File: config.mk
export PLATFORM = sky130hd
export DESIGN_NAME = imem_loader
export DESIGN_NICKNAME = d
export VERILOG_FILES = /design/src/rtl/imem_loader.sv
export SDC_FILE = /design/constraint.sdc
export NUM_CORES = 1
export LEC_CHECK = 0
export BUFFER_PORTS_ARGS = -buffer_cell sky130_fd_sc_hd__buf_2
export CELL_PAD_IN_SITES_DETAIL_PLACEMENT = 0
export CELL_PAD_IN_SITES_GLOBAL_PLACEMENT = 1
export CORE_MARGIN = 2
export CORE_UTILIZATION = 39
export CTS_CLUSTER_DIAMETER = 40
export CTS_CLUSTER_SIZE = 8
export DETAILED_ROUTE_END_ITERATION = 7
export PLACE_DENSITY = 0.89
export SLEW_MARGIN = 25
export SYNTH_ARGS = -nofsm -noshare
export SYNTH_HDL_FRONTEND = slang
export SYNTH_SLANG_ARGS = --single-unit
File: constraint.sdc
create_clock -name clk -period 3.35 [get_ports clk]
set_input_delay 0.1675 -clock clk [delete_from_list [all_inputs] [get_ports clk]]
set_output_delay 0.1675 -clock clk [all_outputs]
set_load 0.03 [all_outputs]
File: src/rtl/imem_loader.sv
// imem_loader: packs a handshaked byte stream big-endian into words and writes them to instruction memory
module imem_loader #(
  parameter int WIDTH  = 32,
  parameter int DEPTHI = 16
) (
  input  logic              clk,
  input  logic              rst,
  input  logic              start,
  input  logic [DEPTHI-1:0] load_base,
  input  logic [DEPTHI-1:0] load_len,
  input  logic              abort,
  input  logic [7:0]        byte_in,
  input  logic              byte_valid,
  output logic              byte_ready,
  output logic              we,
  output logic [DEPTHI-1:0] waddr,
  output logic [WIDTH-1:0]  wdata,
  output logic              cpu_hold,
  output logic              busy,
  output logic              done,
  output logic              wrapped
);
  localparam int BYTES = WIDTH / 8;
  localparam int CW = BYTES > 1 ? $clog2(BYTES) : 1;
  typedef enum logic [1:0] {S_IDLE, S_COLLECT, S_WRITE, S_DONE} state_t;
  state_t state, next;
  logic [CW-1:0] byte_cnt;
  logic [DEPTHI-1:0] addr, words_left;
  logic [WIDTH-1:0] shreg;
  logic hs, last_byte;
  assign byte_ready = state == S_COLLECT && !abort;
  assign we = state == S_WRITE && !abort;
  assign hs = byte_valid && byte_ready;
  assign last_byte = byte_cnt == CW'(BYTES - 1);
  assign waddr = addr;
  assign wdata = shreg;
  always_comb begin
    next = state;
    unique case (state)
      S_IDLE:    next = start ? (load_len == '0 ? S_DONE : S_COLLECT) : S_IDLE;
      S_COLLECT: next = hs && last_byte ? S_WRITE : S_COLLECT;
      S_WRITE:   next = words_left == DEPTHI'(1) ? S_DONE : S_COLLECT;
      default:   next = S_IDLE;
    endcase
    if (abort) next = S_IDLE;
  end
  always_ff @(posedge clk or posedge rst) begin
    if (rst) begin
      state <= S_IDLE;
      busy <= 1'b0;
      cpu_hold <= 1'b0;
      done <= 1'b0;
      wrapped <= 1'b0;
      byte_cnt <= '0;
      addr <= '0;
      words_left <= '0;
      shreg <= '0;
    end else begin
      state <= next;
      busy <= next != S_IDLE;
      cpu_hold <= next != S_IDLE;
      done <= next == S_DONE;
      if (next == S_COLLECT && state == S_IDLE) begin
        addr <= load_base;
        words_left <= load_len;
        wrapped <= 1'b0;
        byte_cnt <= '0;
      end
      if (hs) begin
        shreg <= {shreg[WIDTH-9:0], byte_in};
        byte_cnt <= last_byte ? '0 : byte_cnt + CW'(1);
      end
      if (we) begin
        addr <= addr + DEPTHI'(1);
        words_left <= words_left - DEPTHI'(1);
        if (&addr) wrapped <= 1'b1;
      end
    end
  end
endmodule

==> flow_metrics.env, run 1 <==
export IMPL_area_delta_synth_final_pct=23.4
export IMPL_power_density_nw_per_um2=700
export IMPL_fmax_mhz=345
export IMPL_final_area_um2=4110
export IMPL_reg2reg_setup_slack_ns=0.45
export IMPL_grt_max_degree=37
export IMPL_hold_violations=0
export IMPL_grt_setup_unrepaired="false"
export IMPL_track_usage_pct=18.6
export IMPL_via_per_inst=5.37
export IMPL_met2_usage_pct=28.4
export IMPL_min_from="load_base[5]"
export IMPL_async_reset_ff_share_pct=100
export IMPL_worstSetupEndpointType="flip-flop"
export IMPL_clock_sinks=71
export IMPL_tightestPinTransition_ns=0.973
export IMPL_synth_warnings=0
export IMPL_clockBufferDepth=2
export IMPL_whs_path_depth=3
export IMPL_placed_area_um2=3910
export IMPL_finClkSkew_ns=0.0112
export IMPL_htree_num_levels=3
export IMPL_synth_seq_cells=71
export IMPL_yosysUniqueCellTypes=48
export IMPL_core_um2=8260
export IMPL_required_ns=3.59
export IMPL_grt_pass1_wl_um=13000
export IMPL_dr_first_iter_drc_count=169
export IMPL_cts_made_buffers=9
export IMPL_drive_above_1_share_pct=40.0
export IMPL_ant_nets=0
export IMPL_grt_pass1_vias=2668
export IMPL_n_antenna_cell=0
export IMPL_ys_seq_area_share_pct=53.4
export IMPL_drt_wl_total_um=7950
export IMPL_status="completed"
export IMPL_ys_flop_type="dfrtp_1"
export IMPL_top_usage_layer="met2"
export IMPL_reg2reg_to="waddr[11]"
export IMPL_clock_latency_ns=0.36
export IMPL_die_y_um=96.4
export IMPL_postSynthCellCount=310
export IMPL_use_met3_pct=5.40
export IMPL_startpoint_type="flip-flop"
export IMPL_critPathMaxFanout=24
export IMPL_io_buffers=98
export IMPL_hold_end="waddr[5]"
export IMPL_fin_crit_sh_pct=86.6
export IMPL_die_w_um=96.4
export IMPL_total_power_w=0.00288
export IMPL_cts_setup_buffers=0
export IMPL_root_buffer="clkbuf_8"
export IMPL_critPathKind="reg -> reg"
export IMPL_leakagePower_nw=1.91
export IMPL_wl_per_cell_um=15.3
export IMPL_rows=33
export IMPL_maxSlewViolCount=0
export IMPL_rr_worst_depth=6
export IMPL_start_util_pct=40.3
export IMPL_path_clk_slew_ns=0.09
export IMPL_synth_edf_count=0
export IMPL_vdd_drop_max_mv=0.615
export IMPL_overflow=0
export IMPL_hold_path_class="in -> reg"
export IMPL_hpwl_um=5730
export IMPL_arrival_ns=3.14
export IMPL_r2r_start="words_left[6]"
export IMPL_drc=0
export IMPL_cts_tree="done"
export IMPL_post_cts_resized=0
export IMPL_fin_crit_ns=2.90
export IMPL_synth_nets=359
export IMPL_nNetsFinal=459
export IMPL_drv_cap=0
export IMPL_slew_headroom_pct=35.1
export IMPL_syn_avg_cell_area_um2=10.7
export IMPL_die_area_um2=9290
export IMPL_grt_antenna_before_repair=0
export IMPL_finalSetupViolations=0
export IMPL_gr_usage_met1_pct=24.7
export IMPL_hold_buffers=1
export IMPL_dr_pass1_iters=4
export IMPL_setup_tns_ns=0
export IMPL_finalWeightedCongestion=0.780
export IMPL_vias=2790
export IMPL_io_pins=99
export IMPL_syn_area_um2=3330
[layout by cell type, fill, tap and decap left out, types with 2 or more instances in the layout]
cell,count
o21ai_1,7
clkinv_4,3
nor3_1,13
nor4_1,6
o211ai_1,5
nand3_1,18
or3_4,2
o221a_2,3
nand2_1,27
inv_6,2
o21ai_0,10
mux2_2,32
inv_1,4
buf_4,6
clkbuf_8,10
dfrtp_1,71
nand4_1,3
and2_1,2
inv_2,2
nor2_1,24
a211oi_1,6
nor3b_1,2
and3_1,5
ha_1,4
a21oi_1,20
buf_2,98
o311ai_0,3
or4_1,4
[cell type report]
| cell class | count | area [µm²] |
|---|---|---|
| Fill cell | 767 | 4150 |
| Clock inverter | 6 | 51.3 |
| Timing Repair Buffer | 105 | 546 |
| Multi-Input combinational cell | 217 | 1440 |
| Sequential cell | 71 | 1780 |
| Inverter | 6 | 22.5 |
| Clock buffer | 10 | 138 |
| Tap cell | 105 | 131 |
[where the power goes]
part / switching (W) / internal (W)
clock network: 0.000365 / 0.000298
registers: 0.000180 / 0.00108
logic: 0.000615 / 0.000337
total: 0.00116 / 0.00172
[metrics by stage]
step | hold WS [ns] | std cells | setup WS, ns | utilization [%]
finish | 0.0206 | 520 | 0.449 | 49.7
global route | 0.0228 | 520 | 0.353 | 49.7
CTS | 0.0124 | 520 | 0.463 | 49.7
detailed placement | 0.355 | 503 | 0.446 | 47.3
global placement | 0.358 | 503 | 0.511 | 47.3
floorplan | 0.234 | 310 | 0.659 | -
[synthesized netlist by cell type (all sizes together), types with 2 or more instances]
| master | n | area share [%] |
|---|---|---|
| o311ai | 3 | 0.79 |
| and2 | 2 | 0.38 |
| o21ai | 17 | 2.6 |
| buf | 8 | 1.7 |
| o211ai | 5 | 1.1 |
| nand3 | 19 | 3.0 |
| mux2 | 32 | 11 |
| a211oi | 6 | 1.4 |
| nor3b | 2 | 0.45 |
| clkbuf | 8 | 0.90 |
| inv | 6 | 0.68 |
| nand4 | 3 | 0.56 |
| or3 | 3 | 0.87 |
| ha | 4 | 1.5 |
| nand2 | 27 | 3.0 |
| o221a | 3 | 1.0 |
| and3 | 5 | 0.94 |
| nor3 | 14 | 2.3 |
| dfrtp | 71 | 53 |
| nor4 | 6 | 1.1 |
| a21oi | 20 | 3.0 |
| or4 | 5 | 1.2 |
| a22oi | 2 | 0.60 |
| o31ai | 2 | 0.60 |
| nor2 | 24 | 2.7 |
[cell families (layout without fill, tap and decap cells)]
logic type               after synthesis  in the layout  share of synthesized area (%)
flip-flops                            71             71                           53.4
AND/OR/NAND/NOR                      114            114                           17.5
buffers and inverters                 22            127                           3.31
adder cells (fa/ha/maj)                4              4                           1.50
AO/OA/AOI/OAI                         66             66                           13.2
multiplexers                          33             33                           11.1
[worst max-delay path, stage by stage (launching register included)]
cell      delay (ns)
dfrtp_1         0.46
or4_4           0.60
or3_4           0.38
or3_4           0.42
and3_1          0.50
a211oi_1        0.35
a311oi_1        0.08
[worst max path at each step]
stage                   from   endpoint  slack [ns]
2_1_floorplan       state[0]   wdata[3]        0.66
3_3_place_gp   words_left[6]  waddr[11]        0.51
3_5_place_dp   words_left[6]  waddr[11]        0.45
4_1_cts        words_left[6]  waddr[11]        0.46
5_1_grt        words_left[6]  waddr[11]        0.35
6_report       words_left[6]  waddr[11]        0.45
[registers in the layout, summed over array words and instances (netlist names)]
register	cells
wdata	32
waddr	16
words_left	16
byte_cnt	2
state	2
busy	1
done	1
wrapped	1
[layer usage]
layer	routed length [µm]	part of all wire (%)
met4	120	1.5
met2	3590	45
met3	633	8.0
met5	0	0
met1	3610	45
(Power assumes the default switching activity.)
==> run 2: changes to the inputs <==
- MAX_ROUTING_LAYER: default -> met4
- RECOVER_POWER: default -> 50
==> run 2 against run 1 <==
First-iteration DRC count decreased by 15%. Clock power decreased by 0.6%. Count of clock-buffer cells in the layout unchanged. Largest cell class unchanged. Highest routed layer unchanged.
==> flow_metrics.env, run 2 (same netlist as run 1, synthesis figures left out) <==
export IMPL_status="completed"
export IMPL_area_delta_synth_final_pct=21.2
export IMPL_drc=0
export IMPL_die_y_um=96.4
export IMPL_wl_per_cell_um=15.2
export IMPL_rows=33
export IMPL_startpoint_type="flip-flop"
export IMPL_io_buffers=98
export IMPL_reg2reg_setup_slack_ns=0.46
export IMPL_cts_tree="done"
export IMPL_required_ns=3.58
export IMPL_cts_made_buffers=9
export IMPL_r2r_start="words_left[6]"
export IMPL_grt_setup_unrepaired="false"
export IMPL_final_area_um2=4030
export IMPL_htree_num_levels=3
export IMPL_worstSetupEndpointType="flip-flop"
export IMPL_track_usage_pct=19.1
export IMPL_grt_max_degree=37
export IMPL_drv_cap=0
export IMPL_crit_start="words_left[6]"
export IMPL_grt_pass1_wl_um=12900
export IMPL_largest_reg_flops=32
export IMPL_placed_area_um2=3910
export IMPL_maxSlewViolCount=0
export IMPL_start_util_pct=40.3
export IMPL_finClkSkew_ns=0.0110
export IMPL_arrival_ns=3.12
export IMPL_drt_wl_total_um=7900
export IMPL_finalSetupViolations=0
export IMPL_drive_above_1_share_pct=27.0
export IMPL_post_cts_resized=0
export IMPL_clock_latency_ns=0.35
export IMPL_nNetsFinal=459
export IMPL_fill_cells=792
export IMPL_multi_input_area_um2=1440
export IMPL_core_um2=8260
export IMPL_grt_pass1_vias=2672
export IMPL_clock_sinks=71
export IMPL_die_w_um=96.4
export IMPL_layout_common_cells="71 x dfrtp_1, 53 x clkbuf_1, 46 x buf_2, 32 x mux2_2, 27 x nand2_1"
export IMPL_power_density_nw_per_um2=700
export IMPL_rr_worst_depth=6
export IMPL_hpwl_um=5730
export IMPL_critPathKind="reg -> reg"
export IMPL_regArea_um2=1780
export IMPL_setup_tns_ns=0
export IMPL_fin_crit_ns=2.89
export IMPL_critPathMaxFanout=24
export IMPL_leakagePower_nw=1.75
export IMPL_tightestPinTransition_ns=1.39
export IMPL_fmax_mhz=345
export IMPL_root_buffer="clkbuf_8"
export IMPL_dr_first_iter_drc_count=143
export IMPL_overflow=0
export IMPL_reg2reg_to="waddr[11]"
export IMPL_path_clk_slew_ns=0.09
export IMPL_hold_violations=0
export IMPL_clockBufferDepth=2
export IMPL_io_pins=99
export IMPL_fin_crit_sh_pct=86.4
export IMPL_via_per_inst=5.38
export IMPL_die_area_um2=9290
export IMPL_crit_end="waddr[11]"
export IMPL_final_common_cell="dfrtp_1"
export IMPL_hold_path_class="in -> reg"
export IMPL_n_antenna_cell=0
export IMPL_finalWeightedCongestion=0.790
export IMPL_ant_nets=0
export IMPL_slew_headroom_pct=7.24
export IMPL_vias=2796
export IMPL_dr_pass1_iters=5
export IMPL_grt_antenna_before_repair=0
export IMPL_vdd_drop_max_mv=0.597
==> run 2: cell types whose count changed in the layout (fill, tap and decap cells not counted) <==
cell      previous run  this run
buf_2               98        46
buf_4                6         4
clkbuf_1             0        53
clkbuf_2             0         1
inv_1                4         5
inv_2                2         1
==> run 2: final cells by class <==
class	count	share of cell area [%]
clock buffers	10	3.41
clock inverters	6	1.27
inverters	6	0.558
multi-input cells	217	35.7
flip-flops and latches	71	44.0
well taps	105	3.26
repair buffers	105	11.8
==> run 2: worst max-delay path: stages (launching register included) <==
cell and delay (ns):
dfrtp_1 0.46, or4_4 0.59, or3_4 0.38, or3_4 0.42, and3_1 0.50, a211oi_1 0.35, a311oi_1 0.08
==> run 2: power breakdown <==
| group | internal (W) | total, W | switching (W) |
|---|---|---|---|
| clock network | 0.000298 | 0.000660 | 0.000362 |
| logic | 0.000282 | 0.000897 | 0.000615 |
| registers | 0.00108 | 0.00127 | 0.000185 |
==> run 2: worst min path at each step <==
stage / cells after the start / slack, ns / from / endpoint
6_report: 3 / 0.03 / load_base[5] / waddr[5]
3_3_place_gp: 2 / 0.36 / rst / wdata[26]
2_1_floorplan: 1 / 0.23 / abort / state[1]
3_5_place_dp: 2 / 0.36 / rst / wdata[26]
4_1_cts: 3 / 0.01 / load_base[5] / waddr[5]
5_1_grt: 2 / 0.02 / byte_in[0] / wdata[0]
==> run 2: per-stage QoR <==
step / util, % / power (W) / instances / hold slack [ns] / setup WS, ns
finish: 48.8 / 0.00282 / 520 / 0.0262 / 0.455
global route: 48.8 / 0.00298 / 520 / 0.0228 / 0.352
CTS: 49.7 / 0.00290 / 520 / 0.0124 / 0.463
detailed placement: 47.3 / 0.00223 / 503 / 0.355 / 0.446
global placement: 47.3 / 0.00221 / 503 / 0.358 / 0.511
floorplan: - / 0.00192 / 310 / 0.234 / 0.659
==> run 2: layer usage <==
layer | share of wire [%] | vias to the layer above | global-route usage, %
li1 | - | 1346 | -
met1 | 47 | 1347 | 25.2
met2 | 45 | 95 | 28.5
met3 | 6.5 | 8 | 4.31
met4 | 1.1 | 0 | 7.75
met5 | 0 | - | -
==> run 2: repair_timing <==
| action | CTS | global route |
|---|---|---|
| hold buffers | 1 | 0 |
| buffers inserted | 0 | 0 |
| endpoints found under the setup margin | 0 | 0 |
| endpoints found under the hold margin | 34 | 0 |
